## src/rtl/grf_pkg.sv

```systemverilog
// Shared CPU constants and the trace record layout used by the general register file.
package grf_pkg;

    localparam int REG_COUNT = 32;
    localparam int REG_AW    = 5;
    localparam int DATA_W    = 32;

    typedef struct packed {
        logic [DATA_W-1:0] pc;
        logic [REG_AW-1:0] addr;
        logic [DATA_W-1:0] data;
    } trace_rec_t;

    function automatic logic addr_is_zero(input logic [REG_AW-1:0] addr);
        return (addr == {REG_AW{1'b0}});
    endfunction

endpackage

```

## src/rtl/grf_wdec.sv

```systemverilog
// One-hot write-enable decoder: asserts exactly one bit for waddr when we=1, else none.
module grf_wdec
    import grf_pkg::*;
(
    input  logic                 we,
    input  logic [REG_AW-1:0]    waddr,
    output logic [REG_COUNT-1:0] wen
);

    // Decode the write index into a one-hot enable vector gated by we.
    always_comb begin
        wen = {REG_COUNT{1'b0}};
        if (we) begin
            wen[waddr] = 1'b1;
        end else begin
            wen = {REG_COUNT{1'b0}};
        end
    end

endmodule

```

## src/rtl/grf.sv

```systemverilog
// 32x32 general register file: two combinational read ports with optional write bypass,
// one write port, a registered write-trace record and a committed-write counter.
module grf
    import grf_pkg::*;
#(
    parameter bit BYPASS = 1'b1
) (
    input  logic              clk,
    input  logic              reset,
    input  logic [REG_AW-1:0] raddr1,
    input  logic [REG_AW-1:0] raddr2,
    output logic [DATA_W-1:0] rdata1,
    output logic [DATA_W-1:0] rdata2,
    input  logic              we,
    input  logic [REG_AW-1:0] waddr,
    input  logic [DATA_W-1:0] wdata,
    input  logic [DATA_W-1:0] pc,
    output logic              trace_valid,
    output logic [DATA_W-1:0] trace_pc,
    output logic [REG_AW-1:0] trace_addr,
    output logic [DATA_W-1:0] trace_data,
    output logic [DATA_W-1:0] wr_count
);

    logic [REG_COUNT-1:0] wen_s;
    logic                 commit_s;
    logic [DATA_W-1:0]    regs_r [1:REG_COUNT-1];
    logic [DATA_W-1:0]    rdata1_s;
    logic [DATA_W-1:0]    rdata2_s;
    trace_rec_t           trace_r;
    logic                 trace_valid_r;
    logic [DATA_W-1:0]    wr_count_r;

    grf_wdec u_wdec (
        .we    (we),
        .waddr (waddr),
        .wen   (wen_s)
    );

    // Bit 0 of the enable vector marks a discarded write to the zero register.
    assign commit_s = |wen_s[REG_COUNT-1:1];

    // Register storage; register 0 has no flops and reads as a constant.
    always_ff @(posedge clk or posedge reset) begin
        if (reset) begin
            for (int i = 1; i < REG_COUNT; i++) begin
                regs_r[i] <= {DATA_W{1'b0}};
            end
        end else begin
            for (int i = 1; i < REG_COUNT; i++) begin
                if (wen_s[i]) begin
                    regs_r[i] <= wdata;
                end
            end
        end
    end

    // Read port 1: zero register, then same-cycle bypass, then stored value.
    always_comb begin
        rdata1_s = {DATA_W{1'b0}};
        if (addr_is_zero(raddr1)) begin
            rdata1_s = {DATA_W{1'b0}};
        end else if (BYPASS && we && (waddr == raddr1)) begin
            rdata1_s = wdata;
        end else begin
            rdata1_s = regs_r[raddr1];
        end
    end

    // Read port 2: same selection as port 1.
    always_comb begin
        rdata2_s = {DATA_W{1'b0}};
        if (addr_is_zero(raddr2)) begin
            rdata2_s = {DATA_W{1'b0}};
        end else if (BYPASS && we && (waddr == raddr2)) begin
            rdata2_s = wdata;
        end else begin
            rdata2_s = regs_r[raddr2];
        end
    end

    // Trace record: pulses for every write request, payload holds between requests.
    always_ff @(posedge clk or posedge reset) begin
        if (reset) begin
            trace_valid_r <= 1'b0;
            trace_r       <= '{pc: {DATA_W{1'b0}}, addr: {REG_AW{1'b0}}, data: {DATA_W{1'b0}}};
        end else begin
            trace_valid_r <= we;
            if (we) begin
                trace_r.pc   <= pc;
                trace_r.addr <= waddr;
                trace_r.data <= wen_s[0] ? {DATA_W{1'b0}} : wdata;
            end
        end
    end

    // Committed-write counter; wraps naturally at the top of its range.
    always_ff @(posedge clk or posedge reset) begin
        if (reset) begin
            wr_count_r <= {DATA_W{1'b0}};
        end else if (commit_s) begin
            wr_count_r <= wr_count_r + 32'd1;
        end
    end

    assign rdata1      = rdata1_s;
    assign rdata2      = rdata2_s;
    assign trace_valid = trace_valid_r;
    assign trace_pc    = trace_r.pc;
    assign trace_addr  = trace_r.addr;
    assign trace_data  = trace_r.data;
    assign wr_count    = wr_count_r;

endmodule

```

## config.mk

```make
export PLATFORM = sky130hd
export DESIGN_NAME = grf
export DESIGN_NICKNAME = d
export VERILOG_FILES = /design/src/rtl/grf_pkg.sv /design/src/rtl/grf_wdec.sv /design/src/rtl/grf.sv
export SDC_FILE = /design/constraint.sdc
export NUM_CORES = 2
export LEC_CHECK = 0
export ABC_AREA = 1
export BUFFER_PORTS_ARGS = -buffer_cell sky130_fd_sc_hd__buf_2
export CAP_MARGIN = 20
export CELL_PAD_IN_SITES_DETAIL_PLACEMENT = 2
export CELL_PAD_IN_SITES_GLOBAL_PLACEMENT = 2
export CORE_MARGIN = 5
export CORE_UTILIZATION = 35
export DETAILED_ROUTE_END_ITERATION = 8
export PLACE_DENSITY = 0.78
export SLEW_MARGIN = 20
export SYNTH_ARGS = -nofsm -noshare
export SYNTH_HDL_FRONTEND = slang
export SYNTH_HIERARCHICAL = 1
export SYNTH_SLANG_ARGS = --single-unit
```

## constraint.sdc

```tcl
create_clock -name clk -period 50.3 [get_ports clk]
set_clock_uncertainty 0.05 [all_clocks]
set_input_delay 12.575 -clock clk [delete_from_list [all_inputs] [get_ports clk]]
set_output_delay 12.575 -clock clk [all_outputs]
set_load 0.005 [all_outputs]
```

* Yosys cells after proc, flatten, opt, wreduce, memory -nomap -nowiden
Index checks and enable logic that the tools add are counted.
** Storage, ports and cells
- Word-level logic and storage cells :: 65
- Output and inout port bits :: 166
- Input bits :: 82
- Register bits :: 1094
** Operators by class
- Bitwise gates (word level) :: 2
- Magnitude comparators :: 4
- Mux-type cells :: 14
- Add/sub/neg operators :: 1
- Reductions and logical operators :: 6
- Equality and inequality tests :: 2
** Operators with widths (number)
- 32-bit binary-select mux with 5-bit select :: 2
- 32-bit 2-to-1 mux :: 10
- 32-bit by 1-bit adder with 32-bit output (second input constant) :: 1
- 31-bit OR reduction :: 1
- 6-bit >= comparator (second input constant) :: 2
- 5-bit NOT with 6-bit output :: 2
- 5-bit == test :: 2
- 5-bit logical NOT :: 2
- 5-bit by 6-bit < comparator with 1-bit output (second input constant) :: 1
- 1-bit demux with 5-bit select :: 1
- 5-bit by 1-bit >= comparator with 1-bit output (second input constant) :: 1
- 1-bit logical AND :: 3
- 1-bit 2-to-1 mux :: 1

* Longest topological paths before layout
- Depth in word-level cells :: 6
- Depth in mapped cells :: 14
- Gate-level depth less buffers :: 11

* Cells and area by module
The synthesis kept the hierarchy.
** Modules (own cells, without submodules)
- grf :: area an instance 62728.9 sq um, cells each 9410, seq. area each 27376.3 sq um, instances 1
- grf_wdec :: area an instance 200.2 sq um, cells each 50, seq. area each 0.0 sq um, instances 1

* Worst setup path after synthesis
Ideal clock, no wire load.
- Path kind :: input port to output port
- Start :: input raddr1[1]
- End :: output rdata1[11]
- Path slack :: 23986 ps
- Data arrival time :: 13689 ps
- Path buffers :: 3
- Data required time :: 37675 ps
- Stages on the path :: 10
- Path through :: buf_4 > inv_2 > buf_2 > nand2_1 > a21oi_1 > nand3_2 > clkbuf_1 > nand3_1 > nand2_1 > inv_1
** On the way
- Cells in the longest elaborated chain, start to end :: 6
- Elaborated cells between the ends (all ways) :: 9
- Classes of those cells :: eq/ne (1); mux (5); bitwise (1); reduce/logical (2)
** Ends and longest elaborated chain
- from (decl) :: RTL line grf.sv:10 : input logic [REG_AW-1:0] raddr1,
- 5-bit NOT with 6-bit output (implied by the code) :: RTL line grf.sv:66 : rdata1_s = regs_r[raddr1];
- 32-bit binary-select mux with 5-bit select :: RTL line grf.sv:66
- 32-bit 2-to-1 mux (implied by the code) (2 in series) :: RTL line grf.sv:66
- 32-bit 2-to-1 mux :: RTL line grf.sv:63 : end else if (BYPASS && we && (waddr == raddr1)) begin
- 32-bit 2-to-1 mux * :: RTL line grf.sv:61 : if (addr_is_zero(raddr1)) begin
- to (decl) :: RTL line grf.sv:12 : output logic [DATA_W-1:0] rdata1,
Every way passes the cells marked *; elsewhere a longest branch is shown, timed or not. The select of a mux whose other input is x is not followed.

* Worst setup path after layout
- Start :: input raddr1[0]
- End :: output rdata1[16]
Same word-level chain as after synthesis.

==> results.md <==
* Bufs on Longest Clock Path at 3
* Die ar. at 188000 sq um
* Hold Path Origin: trace_pc[12]$_DFFE_PP0P_
* LEAKAGE at 33.5 nW
* Worst-path clk slew at 0.06 ns
* Number of routed nets with antenna violations at 0
* Fmax at 0.0338 GHz
* Total number of vias at 67761
* Gpl congestion at 0.838
* Post-route clock period utilization at 58.8%
* Share of cells above drive strength 1 at 7.34%
* Seq/Total Area, Yosys at 43.5%
* Post-Syn Area at 62900 sq um
* Initial Utilization at 35.2%
* Multi-input gate area at 29400 sq um
* H-tree levels at 4
* RSZ-0062 raised after global routing: no
* # fillers at 21486
* RR Startpoint: wr_count[1]$_DFFE_PP0P_
* Simple-Gate Fraction of Synth Area at 34.8%
* Run status: complete, no violations
* Slew margin rel. at 13.2%
* Crit. End Element: output pin
* Arr. time, crit path at 16.97 ns
* Core box area at 179000 sq um
* WL/cell at 27.5 microns
* Startpoint types: primary input
* Worst reg2reg path depth at 10
* Avg Cell Area, Syn at 6.65 sq um
* Clock latency on the worst-skew pair at 0.80 ns
* Root Buffer: clkbuf_16
* Clk sinks at 1094
* IO Pins at 248
* Hold buffer count at CTS at 0
* Yosys warning count at 6
* Routed WL at 322000 microns
* Maxcap violations at 0
* CTS Buf Count at 140
* Syn Nets at 9543
* Largest net degree at the start of global routing at 129
* Hold slack at 0.451 ns
* Largest family of logic cells by synthesized area: simple AND/OR/NAND/NOR gates
* First-pass GRT wire length at 477000 microns
* Worst Tran Pin Value at 1.30 ns
* Critical path fanouts, max at 94
* CP Data Required Time at 37.67 ns
* Setup bufs post-CTS at 0
* Synth Area in Compound Gates at 10.4%
* Seq. cell area at 27400 sq um
* CTS tree: yes
* Cell Pwr Density at 41.5 nW/um^2
* 1st-pass router iterations at 5
* Vias in the first global route at 72610
* DIE HEIGHT at 434 microns
* Die X at 434 microns
* Total congestion overflow at 0
* Slew Viols, Final at 0
* Proportion of synthesized area in mux cells at 0.680%
* Finish-stage setup viols at 0
* Worst Setup SP: raddr1[0]
* Synth cell types at 31
* Via/cell ratio at 5.79
* Port Buffers at 247
* Worst Hold Class: register to register
* Synthesis-to-layout area growth at 11.3%
* Fin. Hold Viols at 0
* Post-Synth XOR/XNOR Area at 0.264%
* Hold depth at 1
* Initial antenna violation count at 26
* DRC at 0
* Net count, final at 9310
* Row Count at 155
* Critical path type: primary input to output pin
* FF+latch count, synth at 1094
* Detailed Route Iter0 Violations at 5566
* Adder-Cell Fraction of Synth Area at 0.0199%
* Post-CTS sizing at 0
* Maximum VDD drop at 0.0000377 V
* Setup TNS at 0 ns
* Post-DP HPWL at 188000 microns
* Post-Syn Instances at 9460
* Post-route minimum period at 29.59 ns
* Gr usage total at 33.7%
[Yosys cell counts]
cell type | number | share of area, %
nand3b_1 | 2 | 0.024
nand4_1 | 2 | 0.020
nor4_4 | 1 | 0.034
clkbuf_2 | 1 | 0.0079
nor2_2 | 2 | 0.020
clkinv_1 | 2 | 0.012
ha_1 | 1 | 0.020
o21ai_0 | 817 | 6.5
xor2_1 | 13 | 0.18
buf_2 | 257 | 2.0
nor2_4 | 1 | 0.018
nor4_2 | 1 | 0.020
nor2_1 | 945 | 5.6
mux2_2 | 38 | 0.68
or2_0 | 1 | 0.0099
buf_1 | 40 | 0.24
buf_6 | 6 | 0.11
buf_4 | 17 | 0.20
nand2_1 | 3178 | 19
nor3_2 | 1 | 0.016
clkbuf_1 | 428 | 2.6
dfrtp_1 | 1094 | 44
o22ai_1 | 35 | 0.35
nor3_1 | 12 | 0.095
a21oi_1 | 451 | 3.6
inv_2 | 7 | 0.042
xnor2_1 | 6 | 0.084
nand4_2 | 1 | 0.020
inv_1 | 852 | 5.1
nand3_1 | 1246 | 9.9
nand3_2 | 2 | 0.032
[sequential cells by signal (all words and copies together), names as in the netlist]
register,flops
regs_r,992
trace_data,32
trace_pc,32
wr_count,32
trace_addr,5
trace_valid,1
[stage by stage]
stage | instances | cell area, sq um | setup slack, ns | utilization, % | power (mW)
3_3_place_gp | 11436 | 65200 | 20.86 | 36.5 | 1.80
4_1_cts | 11682 | 69900 | 20.82 | 39.1 | 2.92
3_5_place_dp | 11436 | 65200 | 20.83 | 36.5 | 1.85
5_1_grt | 11694 | 70000 | 20.60 | 39.2 | 3.05
2_1_floorplan | 9460 | 62900 | 6.87 | - | 1.61
6_report | 11700 | 70000 | 20.71 | 39.2 | 2.91
[final timing paths]
kind / slack, ns / to
setup / recovery: 20.71 / rdata1[16]
hold / removal: 0.45 / trace_pc[12]$_DFFE_PP0P_
setup reg to reg: 48.10 / wr_count[18]$_DFFE_PP0P_
hold reg to reg: 0.45 / trace_pc[12]$_DFFE_PP0P_
max in group asynchronous: 34.07 / regs_r[570]$_DFFE_PP0P_
min in group asynchronous: 11.83 / trace_pc[1]$_DFFE_PP0P_
[critical path, cell delays in order]
cell	delay, ns
buf_8	0.19
inv_8	0.58
buf_4	0.87
buf_4	0.69
buf_4	0.60
nand2_1	0.12
nand3_1	0.09
nand3_1	0.09
nand2_1	0.11
nor2_1	0.08
nand2_1	0.08
nand3_1	0.19
nand2_1	0.22
inv_1	0.06
buf_2	0.13
[placed cells by master (no fill, tap or decap), drive strengths merged]
| cell | Yosys | layout |
|---|---|---|
| a21oi | 451 | 451 |
| buf | 320 | 374 |
| bufinv | 0 | 8 |
| clkbuf | 429 | 212 |
| clkinv | 2 | 21 |
| clkinvlp | 0 | 2 |
| dfrtp | 1094 | 1094 |
| diode | 0 | 14 |
| ha | 1 | 1 |
| inv | 859 | 864 |
| mux2 | 38 | 38 |
| nand2 | 3178 | 3178 |
| nand3 | 1248 | 1248 |
| nand3b | 2 | 2 |
| nand4 | 3 | 3 |
| nor2 | 948 | 948 |
| nor3 | 13 | 13 |
| nor4 | 2 | 2 |
| o21ai | 817 | 817 |
| o22ai | 35 | 35 |
| or2 | 1 | 1 |
| xnor2 | 6 | 6 |
| xor2 | 13 | 13 |
[area by class of cell]
type	count	area share (%)
diodes	14	0.0500
clock buffers	212	6.10
clock inverters	34	0.573
inverters	861	4.67
multi-input cells	6756	41.9
flip-flops and latches	1094	39.1
well taps	2355	4.21
repair buffers	374	3.40
[where the power goes]
| part | total, mW | switching (mW) | leakage (nW) | internal, mW |
|---|---|---|---|---|
| logic | 0.673 | 0.477 | 18.4 | 0.196 |
| registers | 1.18 | 0.104 | 12.8 | 1.08 |
| clock network | 1.05 | 0.429 | 2.31 | 0.625 |
[cell families (layout without fill, tap and decap cells)]
logic type	after synthesis	after routing
multiplexers	38	38
buffers and inverters	1610	1481
other	0	14
AND/OR/NAND/NOR	5395	5395
AO/OA/AOI/OAI	1303	1303
XOR/XNOR	19	19
adder cells (fa/ha/maj)	1	1
flip-flops	1094	1094
[per-layer routing]
layer | track usage, % | vias up | part of all wire, %
li1 | - | 29203 | -
met1 | 43.0 | 35553 | 42
met2 | 56.6 | 2263 | 47
met3 | 4.83 | 736 | 5.8
met4 | 15.4 | 6 | 5.1
met5 | 0 | - | 0.015
Power figures use the tool's default switching activity.
